===== config.mk =====
export PLATFORM = sky130hd
export DESIGN_NAME = ysyx_22040365_ifu
export DESIGN_NICKNAME = d
export VERILOG_FILES = /design/src/rtl/ysyx_22040365_ifu_pkg.sv /design/src/rtl/ysyx_22040365_pc.sv /design/src/rtl/ysyx_22040365_ifu.sv
export SDC_FILE = /design/constraint.sdc
export NUM_CORES = 1
export LEC_CHECK = 0
export CAP_MARGIN = 20
export CELL_PAD_IN_SITES_DETAIL_PLACEMENT = 0
export CELL_PAD_IN_SITES_GLOBAL_PLACEMENT = 2
export CORE_ASPECT_RATIO = 1.75
export CORE_MARGIN = 2
export CORE_UTILIZATION = 30
export DETAILED_ROUTE_END_ITERATION = 16
export PLACE_DENSITY = 0.89
export SLEW_MARGIN = 40
export SYNTH_ARGS = -nofsm -noshare
export SYNTH_HDL_FRONTEND = slang
export SYNTH_SLANG_ARGS = --single-unit

===== constraint.sdc =====
create_clock -name clk -period 18.25 [get_ports clk]
set_input_delay 4.5625 -clock clk [delete_from_list [all_inputs] [get_ports clk]]
set_output_delay 4.5625 -clock clk [all_outputs]
set_load 0.02 [all_outputs]

===== src/rtl/ysyx_22040365_ifu_pkg.sv =====
// Shared types and constants for the ysyx_22040365 instruction fetch unit.
// FSM state encoding, next-PC select, reset PC, NOP encoding and PC step.
package ysyx_22040365_ifu_pkg;

  typedef enum logic [1:0] {
    ST_RST  = 2'd0,
    ST_REQ  = 2'd1,
    ST_WAIT = 2'd2,
    ST_HOLD = 2'd3
  } ifu_state_e;

  typedef enum logic [1:0] {
    PC_HOLD  = 2'd0,
    PC_INC   = 2'd1,
    PC_REDIR = 2'd2
  } pc_sel_e;

  localparam logic [63:0] RESET_PC_DEFAULT = 64'h0000_0000_8000_0000;
  localparam logic [31:0] NOP_INST         = 32'h0000_0013;
  localparam int unsigned PC_STEP          = 4;

endpackage


===== src/rtl/ysyx_22040365_pc.sv =====
// PC register of the fetch unit with its next-PC mux (redirect / pc+4 / hold).
// The increment wraps silently at 2^XLEN.
module ysyx_22040365_pc
  import ysyx_22040365_ifu_pkg::*;
#(
  parameter int              XLEN     = 64,
  parameter logic [XLEN-1:0] RESET_PC = XLEN'(RESET_PC_DEFAULT)
) (
  input  logic            clk,
  input  logic            rst,
  input  pc_sel_e         pc_sel_i,
  input  logic [XLEN-1:0] redirect_pc_i,
  output logic [XLEN-1:0] pc_o
);

  logic [XLEN-1:0] pc_d;
  logic [XLEN-1:0] pc_q;

  // NOTE: pc_d gets a default before the case so no select value can infer a latch.
  always_comb begin
    pc_d = pc_q;
    unique case (pc_sel_i)
      PC_INC:   pc_d = pc_q + XLEN'(PC_STEP);
      PC_REDIR: pc_d = redirect_pc_i;
      default:  ;
    endcase
  end

  // NOTE: state is written with <= so every flop samples pre-edge values.
  always_ff @(posedge clk or posedge rst) begin
    if (rst) pc_q <= RESET_PC;
    else     pc_q <= pc_d;
  end

  assign pc_o = pc_q;

endmodule


===== src/rtl/ysyx_22040365_ifu.sv =====
// Instruction fetch unit: one outstanding imem request, one buffered instruction.
// Optional misaligned-redirect trap: define YSYX_22040365_IFU_MISALIGN_CHK_EN.
module ysyx_22040365_ifu
  import ysyx_22040365_ifu_pkg::*;
#(
  parameter int              XLEN     = 64,
  parameter int              ILEN     = 32,
  parameter logic [XLEN-1:0] RESET_PC = XLEN'(RESET_PC_DEFAULT)
) (
  input  logic            clk,
  input  logic            rst,
  output logic            imem_req_valid,
  input  logic            imem_req_ready,
  output logic [XLEN-1:0] imem_req_addr,
  input  logic            imem_rsp_valid,
  input  logic [ILEN-1:0] imem_rsp_data,
  output logic            if_valid,
  input  logic            if_ready,
  output logic [ILEN-1:0] if_inst,
  output logic [XLEN-1:0] if_pc,
  input  logic            redirect_valid,
  input  logic [XLEN-1:0] redirect_pc
`ifdef YSYX_22040365_IFU_MISALIGN_CHK_EN
  ,
  output logic            if_exc
`endif
);

  ifu_state_e      state_q;
  logic            drop_q;
  logic [ILEN-1:0] if_inst_q;
  logic [XLEN-1:0] if_pc_q;
  logic [XLEN-1:0] pc_q;
  logic [XLEN-1:0] redir_pc;
  pc_sel_e         pc_sel;
  ifu_state_e      fetch_st;

`ifdef YSYX_22040365_IFU_MISALIGN_CHK_EN
  logic redir_mis;
  logic exc_q;
  assign redir_pc  = redirect_pc;
  assign redir_mis = redirect_valid && (state_q != ST_RST) && (redirect_pc[1:0] != 2'b00);
`else
  assign redir_pc  = redirect_pc & ~XLEN'(3);
`endif

  // A stale response still in flight must drain before a new request goes out.
  assign fetch_st = (drop_q && !imem_rsp_valid) ? ST_WAIT : ST_REQ;

  always_comb begin
    pc_sel = PC_HOLD;
    unique case (state_q)
      ST_REQ, ST_WAIT: if (redirect_valid) pc_sel = PC_REDIR;
      ST_HOLD: begin
        if (redirect_valid) pc_sel = PC_REDIR;
        else if (if_ready)  pc_sel = PC_INC;
      end
      default: ;
    endcase
  end

  ysyx_22040365_pc #(
    .XLEN     (XLEN),
    .RESET_PC (RESET_PC)
  ) u_pc (
    .clk           (clk),
    .rst           (rst),
    .pc_sel_i      (pc_sel),
    .redirect_pc_i (redir_pc),
    .pc_o          (pc_q)
  );

  always_ff @(posedge clk or posedge rst) begin
    if (rst) begin
      state_q   <= ST_RST;
      drop_q    <= 1'b0;
      if_inst_q <= ILEN'(NOP_INST);
      if_pc_q   <= RESET_PC;
    end else begin
      unique case (state_q)
        ST_RST: state_q <= ST_REQ;
        ST_REQ: begin
          if (imem_req_ready) begin
            drop_q  <= redirect_valid;
            state_q <= ST_WAIT;
          end
        end
        ST_WAIT: begin
          if (redirect_valid) begin
            drop_q  <= !imem_rsp_valid;
            state_q <= imem_rsp_valid ? ST_REQ : ST_WAIT;
          end else if (imem_rsp_valid) begin
            if (drop_q) begin
              drop_q  <= 1'b0;
              state_q <= ST_REQ;
            end else begin
              if_inst_q <= imem_rsp_data;
              if_pc_q   <= pc_q;
              state_q   <= ST_HOLD;
            end
          end
        end
        ST_HOLD: begin
          if (imem_rsp_valid) drop_q <= 1'b0;
          if (redirect_valid || if_ready) state_q <= fetch_st;
        end
      endcase
`ifdef YSYX_22040365_IFU_MISALIGN_CHK_EN
      // Misaligned redirect overrides the normal transition: present a trapped NOP.
      if (redir_mis) begin
        state_q   <= ST_HOLD;
        if_inst_q <= ILEN'(NOP_INST);
        if_pc_q   <= redirect_pc;
      end
`endif
    end
  end

`ifdef YSYX_22040365_IFU_MISALIGN_CHK_EN
  always_ff @(posedge clk or posedge rst) begin
    if (rst)
      exc_q <= 1'b0;
    else if (redir_mis)
      exc_q <= 1'b1;
    else if (state_q == ST_WAIT && imem_rsp_valid && !drop_q && !redirect_valid)
      exc_q <= 1'b0;
  end
  assign if_exc = exc_q;
`endif

  assign imem_req_valid = (state_q == ST_REQ);
  assign imem_req_addr  = pc_q;
  assign if_valid       = (state_q == ST_HOLD);
  assign if_inst        = if_inst_q;
  assign if_pc          = if_pc_q;

endmodule


* Word-level counts from Yosys, hierarchy flattened
Index checks and enable logic that the tools add are counted. W data, S select, Z words.
Word-level totals: word-level logic and storage cells 43, output and inout bits 162, flip-flop bits (word level) 163
Operators by class: reductions and logical operators 10, add/sub/neg operators 1, bitwise gates (word level) 2, multiplexer cells 17, equal/unequal tests 8
Operators with widths (number):
- $pmux W64 S2 | 1
- $add A64 B3 Y64 const B | 1
- $mux W2 | 9
- $pmux W2 S4 | 1
- $eq A2 B2 Y1 const B | 3
- $eq A2 B1 Y1 const B | 2
- $mux W1 | 4
- $ne A2 B1 Y1 const B | 2
- $pmux W2 S2 | 1
- $reduce_and A4 Y1 | 1
- $ne A3 B3 Y1 const B | 1
- $pmux W1 S3 | 1
- $reduce_and A3 Y1 | 1
- $reduce_bool A3 Y1 | 1
- $logic_not A2 Y1 | 1
- $not A1 Y1 | 2
- $reduce_and A2 Y1 | 1
- $reduce_bool A2 Y1 | 1
- $reduce_or A2 Y1 | 1
- $logic_and A1 B1 Y1 | 1
- $logic_not A1 Y1 | 1
- $logic_or A1 B1 Y1 | 1

* Depth between registers and ports, before layout
depth in word-level cells 5, gate-level depth with buffers 13, depth with buffers taken out 10

* Cells and area by module
A second synthesis with hierarchy kept.
Second synthesis, totals: cell total of the unflattened synthesis 754, area, all modules 8171.6 um^2
Modules (own cells, without submodules):
- ysyx_22040365_pc | area each 4274.1 um^2, cells each 509, times used 1
- ysyx_22040365_ifu | area each 3897.5 um^2, cells each 245, times used 1

* Worst setup path before layout
No wires, ideal clock.
path kind input -> register, from input redirect_valid, to register u_pc.pc_q[63] (netlist: u_pc.pc_o[63]), stages on the path 10, path slack 11.774 ns, data required time 18.126 ns, data arrival time 6.352 ns, library setup time 0.124 ns, path through nand3b_1 -> ha_1 -> clkbuf_1 -> clkinv_1 -> nand2_1 -> clkbuf_1 -> clkbuf_1 -> nor2_1 -> mux2i_1 -> nand2_1
Between the ends: cells in the longest elaborated chain, start to end 4
Ends and longest elaborated chain:
- start, declared | RTL line ysyx_22040365_ifu.sv:21 | input logic redirect_valid,
- $mux W2, on equally long branches | RTL line ysyx_22040365_ifu.sv:55, ysyx_22040365_ifu.sv:53
- $pmux W2 S2 * | RTL line ysyx_22040365_ifu.sv:52 | unique case (state_q)
- $eq A2 B2 Y1 or $eq A2 B1 Y1 (tied branches) | RTL line ysyx_22040365_pc.sv:22 | unique case (pc_sel_i)
- $pmux W64 S2 or $reduce_bool A2 Y1 (tied branches)
- end signal, assigned | RTL line ysyx_22040365_pc.sv:32 | else pc_q <= pc_d;
- end, declared | RTL line ysyx_22040365_pc.sv:17 | logic [XLEN-1:0] pc_q;
Every way passes the cells marked *; elsewhere a longest branch is shown, timed or not. A chain may end at the register's enable or synchronous reset.

* Final worst setup path
from input redirect_valid, to register u_pc.pc_q[32] (netlist: u_pc.pc_o[32])
Same word-level chain as after synthesis.

==> flow_summary.ini <==
[status]
status = complete, no violations

[pwr]
power_frac_comb = 0.505
fin_total_pwr_w = 0.00211
ir_drop_mv = 0.116
leakage_nw = 4.37
p_seq_frac = 0.319
switching_share = 0.413
power.internal_w = 0.00124
switchingPower_w = 0.000871
p_clk_frac = 0.176
pwr_density_cell_nw_per_um2 = 186

[worst_setup_path]
r2r_end = u_pc.pc_o[32]
startpoint_type = primary input
reg2reg_depth = 12
cp.arrival_ps = 7910
rrSetupSlack_ps = 14630
critPathMaxFanout = 55
crit_path_end_kind = flip-flop
worstPathRequired_ps = 18600
worstSetupPathType = in2reg
r2r_start = state_q[0]

[finish]
final_common_cell = clkdlybuf4s50_1
final_nets = 1080
fillers = 2498
drive_above_1_share = 0.164
layout_common_cells = clkdlybuf4s50_1 (257), dfrtp_1 (154), mux2_2 (95)
areaGrowthSynthToFinish_pct = 44.9

[place]
dpl.hpwl_um = 18700
place.gp.congestion = 0.796
io_buffers = 257
pre_cts_ws_ps = 10220

[timing]
worst_pin_slew_ps = 799
fin_crit_ps = 7560
fmax_mhz = 132
hold_viol_final = 0
slew_viol_final = 0
fin_hold_ws_ps = 503
finalClockSkew_ps = 11.1
setup_tns_ps = 0
setup_slack_ps = 10690
max-slew-margin-rel = 0.467
period_share = 0.414
report.final.setup_viol = 0
rsz0062_at_grt = no

[global_route]
grt_usage = 0.192
antenna_found_initial = 2
overflow = 0
grt_first_pass_wirelength_um = 40600
grt_max_degree = 106
grt_pass1_vias = 6872

[floorplanning]
num_rows = 78
die_area_um2 = 27400
core_area_um2 = 25800
start_util = 0.303
die_h_um = 217
num_io_pins = 264
die_x_um = 126

[clock_tree]
ctsResizeCount = 0
postCtsSetupRepairBufs = 0
cts_tree = yes
htree_levels = 4
hold_buffers = 0
clk-insertion-delay-late_ps = 450
cts_root_buffer = clkbuf_16
cts_sinks = 159
path_clk_slew_ps = 60
cts_buffer_depth = 2
cts_buffers = 17

[detailed_routing]
vias_per_cell = 5.25
postRouteWirelength_um = 26200
drtIter0Drc = 246
postRouteAntennaNets = 0
avgRoutedWirePerCell_um = 20.1
drc_errors = 0
num_vias = 6849
firstDrtPassIters = 4

[synthesis]
synth-seq-cells = 159
ys_warn_count = 0
synth_edf_count = 0
syn_avg_cell_area_um2 = 10.7
synth_top_cell_area_share = 0.494
synth_cell_types = 64
synth_cells = 728
synth_seq_area_share = 0.511
ys.flop_type = dfrtp_1
synth_top_area_cell = dfrtp_1
synthArstFlopShare = 1.00
yosys-top-cells-area = dfrtp_1 (49%), mux2_2 (14%), nor2_1 (2.5%)
syn_area_um2 = 7800

[min_path]
whs_endpoint = if_inst[3]
hold_path_depth = 1
hp-start = if_inst[3]
min_path_type = reg2reg

[flow_run]
cap_violations = 0
-- sequential cells by signal, summed over array words and instances (netlist names) --
signal	count
drop_q	1
state_q	2
if_pc	62
if_inst	32
u_pc.pc_o	62
-- cells in the mapped netlist (5+ instances only) --
library cell / instances
nor3b_1: 5
nor3_1: 26
nor4_1: 18
dfstp_2: 5
o22a_1: 6
a31oi_1: 8
inv_1: 11
a211oi_1: 5
nand2_1: 45
ha_1: 7
a21oi_1: 36
dfrtp_1: 154
o21ai_0: 32
nand3_1: 35
a22oi_1: 20
nand4_1: 19
o22ai_1: 7
nor2_1: 53
or3_1: 6
nand2b_1: 5
buf_1: 6
clkbuf_1: 32
mux2_2: 95
o211ai_1: 8
and3_1: 6
or4_1: 6
-- worst max-delay path by stage --
stage                   start             to  slack, ps  depth (start not counted)
2_1_floorplan             rst         drop_q       9400                          1
3_3_place_gp   redirect_valid  u_pc.pc_o[32]      10240                         10
3_5_place_dp   redirect_valid  u_pc.pc_o[32]      10220                         10
4_1_cts        redirect_valid  u_pc.pc_o[32]      10690                         10
5_1_grt        redirect_valid  u_pc.pc_o[32]      10450                         10
6_report       redirect_valid  u_pc.pc_o[32]      10690                         10
-- layout make-up --
type,count,area [µm²],share of cell area
Antenna cell,2,5.00,0.000443
Clock buffer,21,460,0.0407
Clock inverter,10,138,0.0122
Inverter,13,61.3,0.00542
Multi-Input combinational cell,514,3610,0.319
Sequential cell,159,3990,0.352
Tap cell,320,400,0.0354
Timing Repair Buffer,266,2650,0.234
-- metrics by stage --
| step | cell area, µm² | utilization | cells |
|---|---|---|---|
| 3_5_place_dp | 10700 | 0.415 | 1272 |
| 4_1_cts | 11300 | 0.438 | 1303 |
| 6_report | 11300 | 0.439 | 1305 |
| 3_3_place_gp | 10700 | 0.415 | 1272 |
| 2_1_floorplan | 7820 | - | 731 |
| 5_1_grt | 11300 | 0.439 | 1305 |
-- power groups by stage --
stage | logic [W] | clock network (W) | registers (W)
after floorplan | 0.000428 | 0 | 0.000827
after global placement | 0.00106 | 0 | 0.000670
after detailed placement | 0.00107 | 0 | 0.000679
after CTS | 0.00108 | 0.000383 | 0.000674
after global routing | 0.00115 | 0.000395 | 0.000699
final | 0.00106 | 0.000371 | 0.000672
-- critical path: stages --
cell and delay (ps):
clkdlybuf4s50_1 640, nor3b_1 270, ha_2 210, buf_4 510, clkinv_1 330, nor2_2 670
buf_4 400, a22o_1 180, a31oi_1 40, o31ai_1 90
-- metal layers --
metal	vias to the layer above	wire, µm	GRT usage
li1	3213	-	-
met1	3397	9750	0.214
met2	202	14600	0.350
met3	37	1250	0.0435
met4	0	640	0.0799
met5	-	0	0
-- cell families after synthesis --
| group | count (synthesis) | share of synthesized area |
|---|---|---|
| adders and majority gates | 7 | 0.0112 |
| muxes | 99 | 0.142 |
| and+or+nand+nor | 251 | 0.176 |
| AOI/OAI and AO/OA | 153 | 0.129 |
| other | 1 | 0.000481 |
| DFF | 159 | 0.511 |
| buffers and inverters | 58 | 0.0303 |
Power figures use the tool's default switching activity.
